`src/rtl/uart_rx_pkg.sv`:
```
// Shared types and constants for the UART receive peripheral.
// Latency: n/a (declarations only).
// Backpressure: n/a.
package uart_rx_pkg;

    // Receiver FSM states.
    typedef enum logic [2:0] {
        ST_IDLE      = 3'd0,
        ST_START     = 3'd1,
        ST_DATA      = 3'd2,
        ST_STOP      = 3'd3,
        ST_WAIT_IDLE = 3'd4
    } state_t;

    // Word-aligned register addresses on the peripheral bus.
    localparam logic [31:0] ADDR_CTRL = 32'h0;
    localparam logic [31:0] ADDR_DATA = 32'h4;

    // Bit positions in the control/status register.
    localparam int STAT_NE     = 0;
    localparam int STAT_FERR   = 1;
    localparam int STAT_OVR    = 2;
    localparam int STAT_FULL   = 3;
    localparam int STAT_CNT_LO = 4;
    localparam int STAT_CNT_HI = 6;

endpackage

```
`src/rtl/module_uart_rx_fifo.sv`:
```
// Byte buffer for received characters: circular FIFO of DEPTH entries (DEPTH <= 7).
// Latency: a push is visible at head/count the cycle after the push edge.
// Backpressure: push while full is dropped unless a pop lands on the same edge.
//
// Ports: clk_i/rst_ni clock and async active-low reset; push/push_dat write side;
//        pop read side; head_dat current head (0 when empty); full, empty, count status.
module module_uart_rx_fifo #(
    parameter int DEPTH = 4
) (
    input  logic       clk_i,
    input  logic       rst_ni,
    input  logic       push,
    input  logic [7:0] push_dat,
    input  logic       pop,
    output logic [7:0] head_dat,
    output logic       full,
    output logic       empty,
    output logic [2:0] count
);

    localparam int            PW      = (DEPTH > 1) ? $clog2(DEPTH) : 1;
    localparam logic [PW-1:0] LAST    = PW'(DEPTH - 1);
    localparam logic [2:0]    DEPTH_C = 3'(DEPTH);

    logic [7:0]    mem [2**PW];
    logic [PW-1:0] wr_ptr;
    logic [PW-1:0] rd_ptr;
    logic          do_push;
    logic          do_pop;

    // Pointers wrap explicitly so non-power-of-two depths stay correct.
    function automatic logic [PW-1:0] next_ptr(input logic [PW-1:0] p);
        return (p == LAST) ? '0 : p + 1'b1;
    endfunction

    assign full    = (count == DEPTH_C);
    assign empty   = (count == 3'd0);
    assign do_pop  = pop && !empty;
    // A pop on the same edge frees the slot, so a push into a full buffer still lands.
    assign do_push = push && (!full || do_pop);

    assign head_dat = empty ? 8'h00 : mem[rd_ptr];

    always_ff @(posedge clk_i or negedge rst_ni) begin
        if (!rst_ni) begin
            wr_ptr <= '0;
            rd_ptr <= '0;
            count  <= 3'd0;
        end else begin
            if (do_push) wr_ptr <= next_ptr(wr_ptr);
            if (do_pop)  rd_ptr <= next_ptr(rd_ptr);
            case ({do_push, do_pop})
                2'b10:   count <= count + 3'd1;
                2'b01:   count <= count - 3'd1;
                default: count <= count;
            endcase
        end
    end

    // Storage needs no reset: head_dat is masked while empty.
    always_ff @(posedge clk_i) begin
        if (do_push) mem[wr_ptr] <= push_dat;
    end

endmodule

```
`src/rtl/module_uart_rx.sv`:
```
// UART 8N1 receiver with 16x oversampling and a polled register interface.
// Latency: byte visible on the bus 1 clock after the mid-stop-bit sample (~9.5 bit times after start edge).
// Backpressure: none on the line; a byte arriving with the buffer full is dropped and OVR is set.
//
// Ports: clk_i system clock; rst_ni async active-low reset; rx serial line (idle high, async);
//        we_proc_i write strobe; do_proc_i write data; addr_proc_i byte address (0x0 ctrl/status,
//        0x4 data); do_proc_o combinational read data.
// Build option: define UART_RX_FIFO_EN for a 4-entry FIFO, otherwise a single holding register.
module module_uart_rx
    import uart_rx_pkg::*;
#(
    parameter int CLK_FREQ_HZ = 10_000_000,
    parameter int BAUD        = 9600,
    parameter int OSR         = 16
) (
    input  logic        clk_i,
    input  logic        rst_ni,
    input  logic        rx,
    input  logic        we_proc_i,
    input  logic [31:0] do_proc_i,
    input  logic [31:0] addr_proc_i,
    output logic [31:0] do_proc_o
);

`ifdef UART_RX_FIFO_EN
    localparam int FIFO_DEPTH = 4;
`else
    localparam int FIFO_DEPTH = 1;
`endif

    localparam int         DIV       = CLK_FREQ_HZ / (BAUD * OSR);
    localparam logic [15:0] DIV_LAST  = 16'(DIV - 1);
    localparam logic [3:0]  SAMP_MID  = 4'(OSR / 2 - 1);
    localparam logic [3:0]  SAMP_LAST = 4'(OSR - 1);

    logic        rx_meta;
    logic        rx_sync;
    logic [15:0] tick_cnt;
    logic        tick;
    state_t      state;
    logic [3:0]  samp_cnt;
    logic [2:0]  bit_cnt;
    logic [7:0]  shift_dat;
    logic        start_det;
    logic        stop_smp;
    logic        push_req;
    logic        ferr_set;
    logic        ovr_set;
    logic        wr_ctrl;
    logic        pop_req;
    logic        ferr;
    logic        ovr;
    logic [7:0]  head_dat;
    logic        fifo_full;
    logic        fifo_empty;
    logic [2:0]  fifo_count;
    logic        unused_wdat;

    assign unused_wdat = ^do_proc_i[31:3];

    // Two-flop synchroniser, reset to the idle line level so reset never looks like a start bit.
    always_ff @(posedge clk_i or negedge rst_ni) begin
        if (!rst_ni) begin
            rx_meta <= 1'b1;
            rx_sync <= 1'b1;
        end else begin
            rx_meta <= rx;
            rx_sync <= rx_meta;
        end
    end

    assign start_det = (state == ST_IDLE) && !rx_sync;
    assign tick      = (tick_cnt == DIV_LAST);

    // Free-running oversample tick; realigned to the start edge so sampling phase is deterministic.
    always_ff @(posedge clk_i or negedge rst_ni) begin
        if (!rst_ni) begin
            tick_cnt <= 16'd0;
        end else if (start_det || tick) begin
            tick_cnt <= 16'd0;
        end else begin
            tick_cnt <= tick_cnt + 16'd1;
        end
    end

    assign stop_smp = (state == ST_STOP) && tick && (samp_cnt == SAMP_LAST);
    assign push_req = stop_smp && rx_sync;
    assign ferr_set = stop_smp && !rx_sync;

    always_ff @(posedge clk_i or negedge rst_ni) begin
        if (!rst_ni) begin
            state     <= ST_IDLE;
            samp_cnt  <= 4'd0;
            bit_cnt   <= 3'd0;
            shift_dat <= 8'h00;
        end else begin
            case (state)
                ST_IDLE: begin
                    if (!rx_sync) begin
                        state    <= ST_START;
                        samp_cnt <= 4'd0;
                    end
                end
                ST_START: begin
                    if (tick) begin
                        if (samp_cnt == SAMP_MID) begin
                            // Mid start bit: a line back high means a glitch, not a frame.
                            samp_cnt <= 4'd0;
                            bit_cnt  <= 3'd0;
                            state    <= rx_sync ? ST_IDLE : ST_DATA;
                        end else begin
                            samp_cnt <= samp_cnt + 4'd1;
                        end
                    end
                end
                ST_DATA: begin
                    if (tick) begin
                        if (samp_cnt == SAMP_LAST) begin
                            samp_cnt  <= 4'd0;
                            shift_dat <= {rx_sync, shift_dat[7:1]};  // LSB arrives first
                            bit_cnt   <= bit_cnt + 3'd1;
                            if (bit_cnt == 3'd7) state <= ST_STOP;
                        end else begin
                            samp_cnt <= samp_cnt + 4'd1;
                        end
                    end
                end
                ST_STOP: begin
                    if (tick) begin
                        if (samp_cnt == SAMP_LAST) begin
                            samp_cnt <= 4'd0;
                            state    <= rx_sync ? ST_IDLE : ST_WAIT_IDLE;
                        end else begin
                            samp_cnt <= samp_cnt + 4'd1;
                        end
                    end
                end
                ST_WAIT_IDLE: begin
                    // Hold off through a break until the line returns high.
                    if (rx_sync) state <= ST_IDLE;
                end
                default: state <= ST_IDLE;
            endcase
        end
    end

    assign wr_ctrl = we_proc_i && (addr_proc_i == ADDR_CTRL);
    assign pop_req = wr_ctrl && do_proc_i[STAT_NE];
    // A pop on the same edge makes room, so that case is not an overrun.
    assign ovr_set = push_req && fifo_full && !pop_req;

    // Sticky flags; a new event beats a simultaneous clear.
    always_ff @(posedge clk_i or negedge rst_ni) begin
        if (!rst_ni) begin
            ferr <= 1'b0;
            ovr  <= 1'b0;
        end else begin
            if (ferr_set)                          ferr <= 1'b1;
            else if (wr_ctrl && do_proc_i[STAT_FERR]) ferr <= 1'b0;
            if (ovr_set)                           ovr  <= 1'b1;
            else if (wr_ctrl && do_proc_i[STAT_OVR])  ovr  <= 1'b0;
        end
    end

    module_uart_rx_fifo #(
        .DEPTH (FIFO_DEPTH)
    ) u_fifo (
        .clk_i    (clk_i),
        .rst_ni   (rst_ni),
        .push     (push_req),
        .push_dat (shift_dat),
        .pop      (pop_req),
        .head_dat (head_dat),
        .full     (fifo_full),
        .empty    (fifo_empty),
        .count    (fifo_count)
    );

    always_comb begin
        do_proc_o = 32'h0;
        if (addr_proc_i == ADDR_CTRL) begin
            do_proc_o[STAT_NE]                  = !fifo_empty;
            do_proc_o[STAT_FERR]                = ferr;
            do_proc_o[STAT_OVR]                 = ovr;
            do_proc_o[STAT_FULL]                = fifo_full;
            do_proc_o[STAT_CNT_HI:STAT_CNT_LO]  = fifo_count;
        end else if (addr_proc_i == ADDR_DATA) begin
            do_proc_o = {24'h0, head_dat};
        end
    end

endmodule

```
`config.mk`:
```
export PLATFORM = sky130hd
export DESIGN_NAME = module_uart_rx
export DESIGN_NICKNAME = d
export VERILOG_FILES = /design/src/rtl/uart_rx_pkg.sv /design/src/rtl/module_uart_rx_fifo.sv /design/src/rtl/module_uart_rx.sv
export SDC_FILE = /design/constraint.sdc
export NUM_CORES = 1
export LEC_CHECK = 0
export CORE_MARGIN = 3
export CORE_UTILIZATION = 45
export DETAILED_ROUTE_END_ITERATION = 8
export PLACE_DENSITY_LB_ADDON = 0.15
export SLEW_MARGIN = 20
export SYNTH_ARGS = -nofsm -noshare
export SYNTH_HDL_FRONTEND = slang
export SYNTH_SLANG_ARGS = --single-unit
export TNS_END_PERCENT = 20
```
`constraint.sdc`:
```
create_clock -name clk_i -period 2.3 [get_ports clk_i]
set_input_delay 0.46 -clock clk_i [delete_from_list [all_inputs] [get_ports clk_i]]
set_output_delay 0.46 -clock clk_i [all_outputs]
set_load 0.005 [all_outputs]
```
==> reports/results.md <==
| Group | Metric | Value |
|---|---|---|
| synthesis | Synthesized area per cell | 10.06 um^2 |
| critical path | Nature of the critical path endpoint | output port |
| grt | M1 GR Usage | 0.2191 |
| placed design | Sum of net half-perimeters after detailed placement | 4.566 mm |
| drt | DR vias | 2298 |
| clocking | Clock tree sinks | 49 |
| grt | Met3 track demand over resource in global routing | 0.03729 |
| die | Area enclosed by the die boundary | 7172 um^2 |
| clocking | Worst-skew pair later-pin latency | 310 ps |
| cells and area | Core utilization of the finished layout | 0.6074 |
| drt | Detailed-router iteration count before antenna repair | 5 |
| clocking | Clock tree from TritonCTS | built |
| sta | Crit share post-route | 1.029 |
| sta | Minimum setup slack in the final design | -65.55 ps |
| die | Core area | 5956 um^2 |
| synthesis | Count of unique library cells instantiated by Yosys | 49 |
| power | Sum of internal, switching and leakage power | 1.542 mW |
| drt | Routed wirelength normalized by instance count | 14.69 um |
| critical path | Critical path data required time | 1840 ps |
| sta | Final setup violation count | 5 |
| drt | DRC | 0 |
| cells and area | Final nets | 431 |
| grt | Initial antenna violation count | 0 |
| critical path | Highest fanout seen on the critical path | 3 |
| synthesis | Synthesized instance count | 277 |
| synthesis | Syn Std Cell Area | 2786 um^2 |
| synthesis | Compound-cell area share of the yosys netlist | 0.1024 |
| drt | Detail Route Antenna Nets | 0 |
| drt | Drt initial violations | 88 |
| placed design | Number of I/O port buffers | 46 |
| sta | Maximum clock frequency | 0.4227 GHz |
| critical path | Cell with the largest stage delay on the worst path | sky130_fd_sc_hd__nor4_4 |
| sta | Clock skew after layout | 13.01 ps |
| run | Reported max-cap violation count | 0 |
| sta | Setup repair after global routing missed its margin | yes |
| power | Leakage Power | 1.606 nW |
| grt | First-pass GRT wire length | 10.27 mm |
| critical path | Signal arrival time at the worst endpoint | 1910 ps |
| clocking | CTS clock-pin slew for the worst setup and hold paths | 100 ps |
| critical path | Buffers & Inverters on Critical Path | 6 |
| grt | Most utilized layer in the global route result | met2 |
| critical path | Cell Chain, Critical Path | buf_2 -> nor4_4 -> nand4_1 -> buf_4 -> nor3_2 -> buf_4 -> buf_6 -> buf_6 -> a22o_1 -> buf_2 |
| critical path | Startpoint types | primary input |
| synthesis | Synth warn | 0 |
| critical path | Slowest cell delay on critical path | 260 ps |
| cells and area | Number of fillers in the final layout | 498 |
| clocking | H-Tree Depth | 2 |
| cells and area | Antenna Diode Count | 0 |
| synthesis | Most used flip-flop cell after synthesis | sky130_fd_sc_hd__dfrtp_1 |
| die | Die extent in y | 84.69 um |
| synthesis | Area fraction in and, or, nand and nor cells after synthesis | 0.2070 |
| sta | Setup tns final | -161.4 ps |
| synthesis | Sequential element share of the synthesized area | 0.4553 |
| synthesis | Largest family of logic cells by synthesized area | simple AND/OR/NAND/NOR gates |
| synthesis | Synthesis-stage register bit count | 49 |
| die | Die Width | 84.69 um |
| grt | Vias in the first global route | 2213 |
| grt | Pin count of the biggest net entering global routing | 23 |
| clocking | Clock buffers created by TritonCTS | 5 |
| synthesis | Post-synth EDFFs | 8 |
| synthesis | Xor-xnor portion of the synthesized cell area | 0.03772 |
| sta | Final count of pins violating max slew | 0 |
| grt | Leftover overflow at the end of global routing | 0 |
| hold path | Class of the tightest hold or removal check | in2async |
| critical path | Top Family by Delay on Critical Path | buffers and inverters |
| cells and area | Share of final-layout standard cells stronger than drive strength 1 | 0.2507 |
| cells and area | Relative area change from synthesis to final layout | 29.82% |
| synthesis | Multiplexer share of the synthesized area | 0.06242 |
| drt | Via count normalized by instance count | 5.344 |
| sta | Final critical-path required period | 2366 ps |
| grt | Met2 usage | 0.3039 |
| die | # IOs | 100 |
| placed design | Final weighted congestion in routability-driven placement | 0.7620 |
| die | Count of standard-cell rows | 28 |
| power | Peak supply drop | 309.1 uV |
| power | Total power per unit cell area | 426.2 nW/um^2 |
| critical path | Crit Path Category | in2out |
| run status | Status | finished with violations |
| sta | Final count of hold timing violations | 0 |
| die | Initial Util | 0.4679 |
| synthesis | Adder and majority gate portion of the synthesized area | 0.04041 |
| drt | Total length of routed wires | 6.318 mm |
| synthesis | Ys async rst share | 0.8367 |
| grt | Global routing usage summed across all routing layers | 0.1766 |
| run status | Violated checks | setup timing |
| clocking | Master cell of the clock root buffer | sky130_fd_sc_hd__clkbuf_8 |
| clocking | Clock Tree Buf Depth | 2 |
==> through the flow <==
step,cell area (um^2),hold slack (ps),std cells,setup WS (ps)
3_5_place_dp,3403,347.6,412,-770.4
3_3_place_gp,3403,346.1,412,-701.1
5_1_grt,3617,116.8,430,-122.4
6_report,3617,96.17,430,-65.55
2_1_floorplan,2877,164.4,300,100.0
4_1_cts,3543,108.1,429,-28.03
==> placed cells by master, fill, tap and decap left out, types with 4 or more instances in the layout <==
cell / instances
sky130_fd_sc_hd__dfrtp_1: 39
sky130_fd_sc_hd__buf_4: 28
sky130_fd_sc_hd__conb_1: 24
sky130_fd_sc_hd__nor2_1: 21
sky130_fd_sc_hd__buf_2: 18
sky130_fd_sc_hd__buf_6: 14
sky130_fd_sc_hd__nand2_1: 13
sky130_fd_sc_hd__inv_1: 12
sky130_fd_sc_hd__nand3_1: 12
sky130_fd_sc_hd__nor3_1: 9
sky130_fd_sc_hd__a22o_1: 9
sky130_fd_sc_hd__a21oi_1: 9
sky130_fd_sc_hd__mux2_1: 9
sky130_fd_sc_hd__ha_1: 9
sky130_fd_sc_hd__edfxtp_1: 8
sky130_fd_sc_hd__clkdlybuf4s15_1: 7
sky130_fd_sc_hd__nor4_4: 6
sky130_fd_sc_hd__nand4_1: 6
sky130_fd_sc_hd__nand2b_1: 6
sky130_fd_sc_hd__xnor2_1: 6
sky130_fd_sc_hd__o21ai_0: 6
sky130_fd_sc_hd__xor2_1: 6
sky130_fd_sc_hd__clkdlybuf4s50_1: 6
sky130_fd_sc_hd__mux2i_1: 5
sky130_fd_sc_hd__clkbuf_8: 5
sky130_fd_sc_hd__nor4_1: 4
sky130_fd_sc_hd__or3_1: 4
==> what timing repair did <==
action	4_1_cts	5_1_grt
pin swaps	16	6
buffers inserted	10	1
setup endpoints to repair	17	17
hold buffers	0	0
gates resized for setup	133	20
==> layer usage <==
metal  part of all wire  routed length, um
met1               0.41               2619
met3              0.074                469
met5                  0                  0
met4              0.022                141
met2               0.49               3088
==> cells in the mapped netlist (all sizes together), types with 3 or more instances <==
cell type  count  area (um^2)
a21oi         10        50.05
a22o           9        78.83
and2           3        18.77
and3           4        25.02
buf           26        192.7
clkbuf         6        22.52
dfrtp         39        975.9
edfxtp         8        240.2
ha             9        112.6
inv           12        45.04
mux2          11        123.9
mux2i          5        50.05
nand2         13        48.80
nand2b         6        37.54
nand3         12        60.06
nand4          6        37.54
nor2          22        82.58
nor3          10        55.05
nor4          12        81.33
nor4b          3        26.28
o21ai          8        40.04
or3            4        25.02
xnor2          6        52.55
xor2           6        52.55
==> area by class of cell <==
| type | instances | area [um^2] | area share |
|---|---|---|---|
| Multi-Input combinational cell | 207 | 1468 | 0.4057 |
| Clock buffer | 5 | 68.82 | 0.01902 |
| Clock inverter | 3 | 28.78 | 0.007956 |
| Inverter | 12 | 45.04 | 0.01245 |
| Timing Repair Buffer | 79 | 644.4 | 0.1781 |
| Tap cell | 75 | 93.84 | 0.02594 |
| Sequential cell | 49 | 1269 | 0.3507 |
==> report_power, final <==
part	total (mW)	switching, mW	leakage [nW]	internal, mW
clock network	0.550	0.322	0.0506	0.228
registers	0.882	0.000984	0.591	0.881
logic	0.110	0.0541	0.964	0.0556
==> path summary, 6_finish.rpt <==
kind | start | end | slack (ps) | cells past startpoint
setup / recovery | addr_proc_i[9] | do_proc_o[2] | -70 | 10
max in group asynchronous | rst_ni | rx_meta | 1630 | 2
hold reg to reg | rx_meta | rx_sync | 360 | 0
min in group clk_i | rx_meta | rx_sync | 360 | 0
hold / removal | rst_ni | ovr | 100 | 1
setup reg to reg | tick_cnt[0] | samp_cnt[1] | 200 | 8
==> cell families (layout without fill, tap and decap cells) <==
logic type | after synthesis | in the layout
and+or+nand+nor | 104 | 104
DFF | 49 | 49
buffers and inverters | 44 | 99
AOI/OAI and AO/OA | 42 | 42
muxes | 16 | 16
xor gates and xnor gates | 12 | 12
adders and majority gates | 9 | 9
other | 1 | 24
==> sequential cells by signal (all words and copies together), names as in the netlist <==
name	cells
state	3
ovr	1
bit_cnt	3
ferr	1
samp_cnt	4
rx_sync	1
rx_meta	1
u_fifo.count	3
tick_cnt	16
shift_dat	8
u_fifo.mem	8
(Power assumes the default switching activity.)
